`src/rtl/jtgng_linebuf_ctrl.sv`:
```
// jtgng_linebuf_ctrl
// Ping-pong scan-line buffer controller placed in front of a 1R/1W dual-port RAM
// with a registered read (1 clk latency). The object drawer fills line N+1 in one
// bank while the video side reads line N from the other bank. The banks swap on
// every falling edge of LHBL.
//
// Ports
//   clk, rst_n        system clock, asynchronous active-low reset
//   cen               pixel clock enable for the read side
//   LHBL              line blank, low while blanking
//   draw_x/pxl/we     drawer write request (column, pixel value, request)
//   draw_ready        a request is accepted on this clk when high
//   ram_wr_addr/data  RAM write port; ram_we pulses for one clk per write
//   ram_rd_addr       RAM read address {~bank, rd_cnt}
//   ram_q             RAM read data, valid one clk after ram_rd_addr
//   pxl_out           pixel to the video mixer; BLANK during blanking and reset
//
// Configuration
//   JTGNG_LINEBUF_ERASE_EN  when defined, the clk after every read issue is an erase
//                           slot that writes BLANK back to the address just read.
//                           Pending pixels equal to BLANK are then not written.
//                           When undefined, the drawer owns the write port every clk.

`timescale 1ns/1ps

module jtgng_linebuf_ctrl #(
  parameter int unsigned    DW    = 8,
  parameter int unsigned    LW    = 9,
  parameter logic [DW-1:0]  BLANK = DW'('hF)
) (
  input  logic          clk,
  input  logic          rst_n,
  input  logic          cen,
  input  logic          LHBL,
  input  logic [LW-1:0] draw_x,
  input  logic [DW-1:0] draw_pxl,
  input  logic          draw_we,
  output logic          draw_ready,
  output logic [LW:0]   ram_wr_addr,
  output logic [DW-1:0] ram_data,
  output logic          ram_we,
  output logic [LW:0]   ram_rd_addr,
  input  logic [DW-1:0] ram_q,
  output logic [DW-1:0] pxl_out
);

  // ---------------------------------------------------------------------------
  // State
  // ---------------------------------------------------------------------------
  logic          bank_q,     bank_d;      // bank currently being drawn
  logic          lhbl_q;                  // LHBL from the previous clk, for edge detect
  logic [LW-1:0] rd_cnt_q,   rd_cnt_d;
  logic          rd_issue_q;              // a read was issued on the previous clk
  logic [DW-1:0] pxl_q,      pxl_d;

  // One-entry pending draw register
  logic          pend_q,     pend_d;
  logic          pbank_q,    pbank_d;
  logic [LW-1:0] px_q,       px_d;
  logic [DW-1:0] ppxl_q,     ppxl_d;

  // Per-clk control
  logic          lhbl_fall;
  logic          rd_issue;
  logic          write_free;              // write port not claimed by an erase slot
  logic          drain;                   // pending entry leaves the register this clk
  logic          xfer;                    // drawer handshake completes this clk

`ifdef JTGNG_LINEBUF_ERASE_EN
  logic          erase_q;
  logic [LW:0]   erase_addr_q;
`endif

  // ---------------------------------------------------------------------------
  // Read side
  // ---------------------------------------------------------------------------
  assign lhbl_fall   = lhbl_q & ~LHBL;
  assign rd_issue    = cen & LHBL;
  assign ram_rd_addr = {~bank_q, rd_cnt_q};
  assign pxl_out     = pxl_q;

  always_comb begin
    bank_d   = bank_q;
    rd_cnt_d = rd_cnt_q;
    if (lhbl_fall) begin
      bank_d   = ~bank_q;
      rd_cnt_d = '0;
    end else if (rd_issue) begin
      rd_cnt_d = rd_cnt_q + LW'(1);
    end
  end

  // ram_q holds the word addressed on the previous issue, so it is captured one
  // clk after that issue.
  always_comb begin
    pxl_d = pxl_q;
    if (!LHBL) begin
      pxl_d = BLANK;
    end else if (rd_issue_q) begin
      pxl_d = ram_q;
    end
  end

  // ---------------------------------------------------------------------------
  // Write port arbitration and draw handshake
  // ---------------------------------------------------------------------------
`ifdef JTGNG_LINEBUF_ERASE_EN
  assign write_free = ~erase_q;
`else
  assign write_free = 1'b1;
`endif

  assign drain      = pend_q & write_free;
  assign draw_ready = ~pend_q | write_free;
  assign xfer       = draw_we & draw_ready;

  always_comb begin
    pend_d  = pend_q;
    pbank_d = pbank_q;
    px_d    = px_q;
    ppxl_d  = ppxl_q;
    if (xfer) begin
      // The bank is latched at capture, so a swap while pending cannot move it.
      pend_d  = 1'b1;
      pbank_d = bank_q;
      px_d    = draw_x;
      ppxl_d  = draw_pxl;
    end else if (drain) begin
      pend_d  = 1'b0;
    end
  end

  always_comb begin
    ram_we      = 1'b0;
    ram_wr_addr = '0;
    ram_data    = '0;
`ifdef JTGNG_LINEBUF_ERASE_EN
    if (erase_q) begin
      ram_we      = 1'b1;
      ram_wr_addr = erase_addr_q;
      ram_data    = BLANK;
    end else if (pend_q && (ppxl_q != BLANK)) begin
      // BLANK pixels complete the handshake but the erase already cleared them.
      ram_we      = 1'b1;
      ram_wr_addr = {pbank_q, px_q};
      ram_data    = ppxl_q;
    end
`else
    if (pend_q) begin
      ram_we      = 1'b1;
      ram_wr_addr = {pbank_q, px_q};
      ram_data    = ppxl_q;
    end
`endif
  end

  // ---------------------------------------------------------------------------
  // Registers
  // ---------------------------------------------------------------------------
  always_ff @(posedge clk or negedge rst_n) begin
    if (!rst_n) begin
      bank_q     <= 1'b0;
      lhbl_q     <= 1'b0;
      rd_cnt_q   <= '0;
      rd_issue_q <= 1'b0;
      pxl_q      <= BLANK;
      pend_q     <= 1'b0;
      pbank_q    <= 1'b0;
      px_q       <= '0;
      ppxl_q     <= '0;
    end else begin
      bank_q     <= bank_d;
      lhbl_q     <= LHBL;
      rd_cnt_q   <= rd_cnt_d;
      rd_issue_q <= rd_issue;
      pxl_q      <= pxl_d;
      pend_q     <= pend_d;
      pbank_q    <= pbank_d;
      px_q       <= px_d;
      ppxl_q     <= ppxl_d;
    end
  end

`ifdef JTGNG_LINEBUF_ERASE_EN
  // The erase slot follows each read issue and targets the address just read.
  always_ff @(posedge clk or negedge rst_n) begin
    if (!rst_n) begin
      erase_q      <= 1'b0;
      erase_addr_q <= '0;
    end else begin
      erase_q      <= rd_issue;
      erase_addr_q <= ram_rd_addr;
    end
  end
`endif

endmodule
```
`config.mk`:
```
export PLATFORM = sky130hd
export DESIGN_NAME = jtgng_linebuf_ctrl
export DESIGN_NICKNAME = d
export VERILOG_FILES = /design/src/rtl/jtgng_linebuf_ctrl.sv
export SDC_FILE = /design/constraint.sdc
export NUM_CORES = 1
export LEC_CHECK = 0
export ABC_AREA = 1
export BUFFER_PORTS_ARGS = -buffer_cell sky130_fd_sc_hd__buf_2
export CAP_MARGIN = 40
export CORE_ASPECT_RATIO = 0.7
export CORE_MARGIN = 10
export CORE_UTILIZATION = 50
export DETAILED_ROUTE_END_ITERATION = 12
export PLACE_DENSITY = 0.84
export SKIP_CTS_REPAIR_TIMING = 1
export SLEW_MARGIN = 10
export SYNTH_ARGS = -nofsm -noshare
export SYNTH_HDL_FRONTEND = slang
export SYNTH_SLANG_ARGS = --single-unit
```
`constraint.sdc`:
```
create_clock -name clk -period 3.4 [get_ports clk]
set_input_delay 0.85 -clock clk [delete_from_list [all_inputs] [get_ports clk]]
set_output_delay 0.85 -clock clk [all_outputs]
set_load 0.01 [all_outputs]
```
**Yosys cells after proc, flatten, opt, wreduce, memory -nomap -nowiden**

Cells that the tools add are included.
W data, S select, Z words.

- Add/subtract/negate cells: 1
- Eq/ne operators: 1
- Multiplexer cells: 8
- Bitwise logic cells: 4
- Reductions and logical operators: 1

Operators by type and width:

| kind | number |
|---|---|
| $mux W8 | 3 |
| $mux W9 | 2 |
| $mux W10 | 1 |
| $add A9 B1 Y9 const B | 1 |
| $and A1 B1 Y1 | 2 |
| $mux W1 | 2 |
| $ne A2 B1 Y1 const B | 1 |
| $not A1 Y1 | 2 |
| $reduce_bool A2 Y1 | 1 |

- Flip-flop bits (word level): 39
- Output and inout bits: 38
- Logic and storage cells: 24

**Depth between registers and ports, before layout**

Gate-level depths: netlist of the first run.

- Depth in word-level cells: 3
- Mapped depth: 7
- Mapped depth without buffers: 7

**Worst setup path after synthesis of the first run**

Ideal clock, no wire load.

- Path type: register -> output
- From: reg pend_q, in the netlist drain
- To: out ram_data[3]
- Arrival time: 875 ps
- Required time: 2550 ps
- Path slack: 1675 ps
- Cell stages (with the launch flop): 5
- Cells stage by stage: dfrtp_1 -> buf_2 -> buf_2 -> nand2_1 -> inv_1

- Cells in the longest elaborated chain, start to end: 1

Ends and longest elaborated chain:

| what | line | source |
|---|---|---|
| start: declaration | 57 | `logic pend_q, pend_d;` |
| start signal: assignment | 177 | `pend_q <= pend_d;` |
| $mux W8 | 149 | `if (pend_q) begin` |
| end: declaration | 40 | `output logic [DW-1:0] ram_data,` |

Every way passes these cells.

**Worst setup path after layout of the first run**

- From: reg pend_q, in the netlist drain
- To: out ram_data[6]

Same word-level chain as after synthesis.

==> run_results.csv, run 1 <==
group,metric,value,unit
run_status,outcome,"finished, final reports clean",
synthesis,synthArstFlopShare,100.0,%
clock_network,clock-sinks,39,
synthesis,synth_flop_cell,"dfrtp_1",
floorplanning,die_h,69.54,um
grt,grt_max_degree,40,
synthesis,ys_ff_latch,39,
grt,first_global_vias,1387,
critical_path,cp_max_fo,19,
grt,antenna_found_initial,0,
timing,hold_viol,0,
synthesis,syn_area,1753,um^2
critical_path,cp-end-kind,"output port",
clock_network,clk_latency,0.27,ns
floorplanning,core-area,3254,um^2
grt,grt_first_pass_wirelength,6.610,mm
clock_network,cts_max_path_buffers,2,
critical_path,worstPathRequired,2.55,ns
clock_network,numCtsBuffers,5,
critical_path,startpoint,"drain",
critical_path,arrival,1.31,ns
floorplanning,dieArea,6312,um^2
cells_and_area,n_antenna_cell,0,
synthesis,synth_adder_area_share,0.7138,%
cells_and_area,drive_gt1_share,40.73,%
timing,layout_min_cycle_time,2.159,ns
route,initialDrtViolationCount,31,
critical_path,rrSetupSlack,2.03,ns
power,power.leakage,0.001271,uW
timing,max_freq,0.4632,GHz
floorplanning,io_pins,68,
power,finalPower,995.0,uW
clock_network,h-tree-depth,2,
synthesis,syn_inst,180,
timing,relSlewSlack,45.62,%
synthesis,synth_area_leader_cell,"dfrtp_1",
clock_network,cts_root_buf,"clkbuf_8",
timing,rsz0062_at_grt,"no",
timing,finalClockSkew,0.0009239,ns
timing,slew_violations,0,
critical_path,r2r-start,"rd_cnt_q[0]",
synthesis,synth_top_family_by_area,"simple AND/OR/NAND/NOR gates",
placed_design,routabilityCongestion,0.7990,
clock_network,path_clk_slew,0.07,ns
floorplanning,die_x,90.77,um
synthesis,yosysSeqAreaShare,55.96,%
min_path,hp-start,"pxl_out[3]",
grt,track_usage,12.61,%
synthesis,synth_edf_count,0,
synthesis,muxShareOfSynthArea,10.92,%
route,route.detailed.drc,0,
critical_path,crit_end,"ram_data[6]",
synthesis,avgSynthCellArea,9.739,um^2
synthesis,syn-num-nets,211,
power,power-per-cell-area,455.5,nW/um^2
synthesis,synth_xor_area_share,0.4996,%
placed_design,port_buffers,66,
synthesis,synth_top_cell_area_share,49.96,%
min_path,worstHoldPathType,"flip-flop to flip-flop",
synthesis,synth.distinct_cells,25,
placed_design,hpwl,3.127,mm
synthesis,synth_area_leaders,"dfrtp_1, mux2_2, inv_1, nand2_1, dfstp_2",
critical_path,r2r_end,"rd_cnt_q[8]",
critical_path,rr_worst_depth,6,
cells_and_area,syn_to_final_growth,24.63,%
synthesis,synthSimpleGateAreaFrac,14.49,%
route,wl_per_cell,13.39,um
floorplanning,start_util,53.86,%
cells_and_area,finalNetCount,278,
timing,worst_pin_slew,0.8156,ns
power,vdd_drop_max,230.1,uV
clock_network,cts_tree,"done",
route,first_pass_iters,6,
critical_path,start_kind,"flip-flop",
timing,post-route-period-util,63.50,%
route,vias,1387,
critical_path,path_class,"flip-flop to output port",
synthesis,synthTopCellsByCount,"dfrtp_1, inv_1, nand2_1, mux2_2, nand3_1",
route,avgViaCountPerCell,4.702,
floorplanning,rows,17,
timing,setup-tns-final,0,ns
synthesis,ys_warn_count,0,
route,wl,3.949,mm
timing,setup_viol,0,
grt,overflow,0,
route,antenna_left,0,
synthesis,synth-compound-area-share,7.066,%
job,drv_cap,0,
[state kept, by name (all words and copies together) (netlist names)]
| register | flops |
|---|---|
| drain | 1 |
| pxl_out | 8 |
| pbank_q | 1 |
| lhbl_q | 1 |
| bank_q | 1 |
| rd_cnt_q | 9 |
| rd_issue_q | 1 |
| ppxl_q | 8 |
| px_q | 9 |
[worst max-delay path, cell delays in order (launching register included)]
cell	delay (ns)
dfrtp_1	0.71
nand2_1	0.13
inv_1	0.07
buf_2	0.12
[metal layers]
metal | share of wire [%] | global-route usage [%] | up-vias
met1 | 44 | 15.18 | 641
met5 | 0 | 0 | -
li1 | - | - | 695
met2 | 46 | 20.40 | 49
met4 | 0.43 | 3.087 | 0
met3 | 9.1 | 5.280 | 2
[cells by family (layout without fill, tap and decap cells)]
kind of cell / Yosys count / count (layout)
XOR/XNOR: 1 / 1
buffers and inverters: 43 / 111
AND/OR/NAND/NOR: 56 / 56
AO/OA/AOI/OAI: 22 / 22
multiplexers: 17 / 17
adder cells (fa/ha/maj): 1 / 1
other: 1 / 1
flip-flops: 39 / 39
[cells in the final DEF, fill, tap and decap left out]
| cell type | n |
|---|---|
| nor2_4 | 1 |
| conb_1 | 1 |
| inv_1 | 35 |
| nand2_4 | 1 |
| inv_2 | 1 |
| nand2_1 | 33 |
| clkbuf_1 | 3 |
| nor2_1 | 5 |
| a21oi_1 | 9 |
| nand3_1 | 10 |
| o21ai_0 | 3 |
| dfrtp_1 | 35 |
| nand2_2 | 1 |
| clkbuf_8 | 5 |
| ha_1 | 1 |
| o21ai_1 | 6 |
| dfstp_2 | 4 |
| a22oi_1 | 1 |
| clkinv_2 | 1 |
| o21ai_2 | 3 |
| nor3_1 | 1 |
| or2_4 | 1 |
| mux2_2 | 17 |
| buf_2 | 66 |
| nand4_1 | 3 |
| xor2_1 | 1 |
[worst min-delay path by stage]
stage	to	cells after the start	slack (ns)
after floorplan	pxl_out[0]	2	0.47
after global placement	pxl_out[3]	2	0.46
after detailed placement	pxl_out[1]	2	0.46
after CTS	pxl_out[2]	2	0.47
after global routing	pxl_out[3]	2	0.48
final	pxl_out[3]	2	0.47
[stage by stage]
step / utilization, % / instances / setup slack (ns) / hold slack [ns] / cell area, um^2
finish: 67.13 / 295 / 1.241 / 0.4691 / 2185
global route: 67.13 / 295 / 1.079 / 0.4829 / 2185
CTS: 67.13 / 295 / 1.229 / 0.4749 / 2185
detailed placement: 64.67 / 287 / 1.535 / 0.4622 / 2105
global placement: 64.67 / 287 / 1.604 / 0.4583 / 2105
floorplan: - / 180 / 1.675 / 0.4742 / 1753
[power breakdown]
group	total [uW]	leakage, uW	switching [uW]	internal (uW)
clock network	282	0.0000395	136	146
registers	543	0.000477	30.7	512
logic	171	0.000755	93.2	77.3
[layout make-up]
type                       count  area, um^2
sequential                    39       980.9
fill                         292        1070
clock buffer                   8       80.08
timing repair buffer          66       330.3
multi-input combinational     98       594.3
inverter                      37       140.1
tap                           47       58.81
Power figures use the tool's default switching activity.
==> inputs of run 2 (changes only) <==
- ABC_AREA: 1 -> 0
- CORE_UTILIZATION: 50 -> 47
- PLACE_DENSITY: 0.84 -> 0.8
- clock period: 3.4 -> 2.17 ns (I/O delays scaled with it)
==> run_results.csv, run 2 <==
group,metric,value,unit
timing,setup_viol,0,
critical_path,cp_max_fo,19,
placed_design,post-place-cells,244,
critical_path,start_kind,"flip-flop",
route,avgViaCountPerCell,4.750,
synthesis,synthSimpleGateAreaFrac,14.94,%
cells_and_area,layout_commonest_cell,"buf_2",
grt,grt_max_degree,40,
critical_path,crit_family,"flip-flops",
floorplanning,start_util,48.21,%
cells_and_area,finalNonFillerCells,252,
job,drv_cap,0,
critical_path,arrival,1.19,ns
critical_path,cp-end-kind,"output port",
placed_design,routabilityCongestion,0.7849,
run_status,outcome,"finished, final reports clean",
cells_and_area,seqCellArea,980.9,um^2
clock_network,cts_max_path_buffers,2,
synthesis,yosysSeqAreaShare,58.29,%
synthesis,synthTopCellsByCount,"dfrtp_1, and2_1, mux2_1, mux2i_1, nand2_1",
route,route.detailed.drc,0,
floorplanning,core-area,3491,um^2
cells_and_area,n_antenna_cell,0,
synthesis,synth_adder_area_share,0.7435,%
timing,hold_viol,0,
cells_and_area,syn_to_final_growth,26.62,%
synthesis,synth_top_cell_area_share,52.04,%
synthesis,synth_area_leader_cell,"dfrtp_1",
critical_path,cpMaxStageDelayCell,"dfrtp_1",
critical_path,critical_path_buf_inv_count,1,
clock_network,path_clk_slew,0.07,ns
critical_path,worstPathRequired,1.63,ns
floorplanning,die_x,91.52,um
clock_network,clk_latency,0.29,ns
synthesis,syn-num-nets,164,
timing,post-route-period-util,79.78,%
floorplanning,dieArea,6412,um^2
clock_network,clock-sinks,39,
timing,max_freq,0.5776,GHz
grt,antenna_found_initial,0,
grt,grt_first_pass_wirelength,6.272,mm
timing,layout_min_cycle_time,1.731,ns
synthesis,ys_warn_count,0,
floorplanning,die_h,70.07,um
placed_design,port_buffers,66,
synthesis,synth_most_common_cell,"dfrtp_1",
grt,overflow,0,
timing,finalClockSkew,0.002908,ns
timing,setup-tns-final,0,ns
floorplanning,rows,18,
synthesis,muxShareOfSynthArea,18.59,%
clock_network,cts_tree,"done",
clock_network,h-tree-depth,2,
timing,rsz0062_at_grt,"no",
cells_and_area,drive_gt1_share,39.60,%
clock_network,numCtsBuffers,5,
power,finalPower,1562,uW
synthesis,synth.distinct_cells,29,
cells_and_area,multi_input_area,660.6,um^2
cells_and_area,final_cell_mix,"buf_2, dfrtp_1, and2_1, mux2_1, mux2i_1",
synthesis,synth-compound-area-share,4.238,%
route,wl,3.703,mm
grt,first_global_vias,1235,
synthesis,ys_ff_latch,39,
synthesis,synth_flop_cell,"dfrtp_1",
route,first_pass_iters,4,
synthesis,synth_top_family_by_area,"multiplexers",
route,antenna_left,0,
power,power.leakage,0.001067,uW
power,power-per-cell-area,733.1,nW/um^2
synthesis,avgSynthCellArea,12.65,um^2
power,vdd_drop_max,412.1,uV
synthesis,syn_inst,133,
route,vias,1197,
timing,slew_violations,0,
critical_path,slowest_delay,0.58,ns
route,initialDrtViolationCount,32,
synthesis,synth_area_leaders,"dfrtp_1, mux2_1, and2_1, mux2i_1, dfstp_2",
clock_network,cts_root_buf,"clkbuf_8",
cells_and_area,finalNetCount,232,
critical_path,path_class,"flip-flop to output port",
synthesis,synthArstFlopShare,100.0,%
synthesis,synth_edf_count,0,
floorplanning,io_pins,68,
route,wl_per_cell,14.69,um
grt,track_usage,11.96,%
placed_design,hpwl,2.901,mm
min_path,worstHoldPathType,"primary input to async pin",
cells_and_area,fillers,308,
synthesis,syn_area,1683,um^2
cells_and_area,largest_registers,"px_q (9), rd_cnt_q (9)",
critical_path,path_cells,"and2_1 -> buf_2",
synthesis,synth_xor_area_share,0.5204,%
## run 2: cell count changes after synthesis, sizes merged, moves of 8 or more
| cell | delta |
|---|---|
| nand2 | -25 |
| o21ai | -10 |
| and2 | +18 |
| inv | -34 |
| mux2i | +11 |
| a21oi | -8 |
## run 2: final timing paths
check,cells past startpoint,slack (ns),to,from
worst min register to register,1,0.48,ppxl_q[7],ppxl_q[7]
max in group asynchronous,2,1.53,pxl_out[2],rst_n
worst max register to register,4,0.85,rd_cnt_q[6],rd_cnt_q[0]
min in group clk,2,0.46,ppxl_q[6],draw_pxl[6]
worst max-delay path,2,0.44,ram_wr_addr[9],drain
worst min-delay path,2,0.28,px_q[2],rst_n
## run 2: report_power, final
part / internal, uW / switching, uW
sequential: 800 / 46.3
clock: 225 / 238
combinational: 124 / 129
## run 2: area by class of cell
cell class | instances | area share [%]
Sequential cell | 39 | 46.04
Inverter | 2 | 0.3523
Multi-Input combinational cell | 86 | 31.00
Tap cell | 50 | 2.936
Timing Repair Buffer | 67 | 15.85
Clock buffer | 7 | 3.582
Clock inverter | 1 | 0.2349
## run 2: layer usage
layer	GRT usage (%)	up-vias	wire length (um)
li1	-	593	-
met3	7.044	6	334
met4	3.120	0	37
met5	0	-	0
met1	14.28	561	1656
met2	17.86	37	1675
## run 2: through the flow
step | hold WS, ns | instance area [um^2] | utilization [%] | worst slack (ns)
after floorplan | 0.2469 | 1683 | - | 0.7648
after global placement | 0.4594 | 2049 | 58.71 | 0.6382
after detailed placement | 0.4698 | 2049 | 58.71 | 0.5958
after CTS | 0.2977 | 2131 | 61.04 | 0.3878
after global routing | 0.3107 | 2131 | 61.04 | 0.2754
final | 0.2830 | 2131 | 61.04 | 0.4388
## run 2: logic make-up (layout without fill, tap and decap cells)
family                     count (synthesis)  count (layout)
muxes                                     29              29
DFF                                       39              39
xor gates and xnor gates                   1               1
AOI/OAI and AO/OA                         10              10
buffers and inverters                      8              77
and+or+nand+nor                           44              44
other                                      1               1
adders and majority gates                  1               1
## run 2: worst reg2reg max path, stage by stage, from the launching register on
cell and delay (ns):
dfrtp_1 0.42, ha_1 0.27, nand3_1 0.11, or3_1 0.32
a21oi_1 0.14
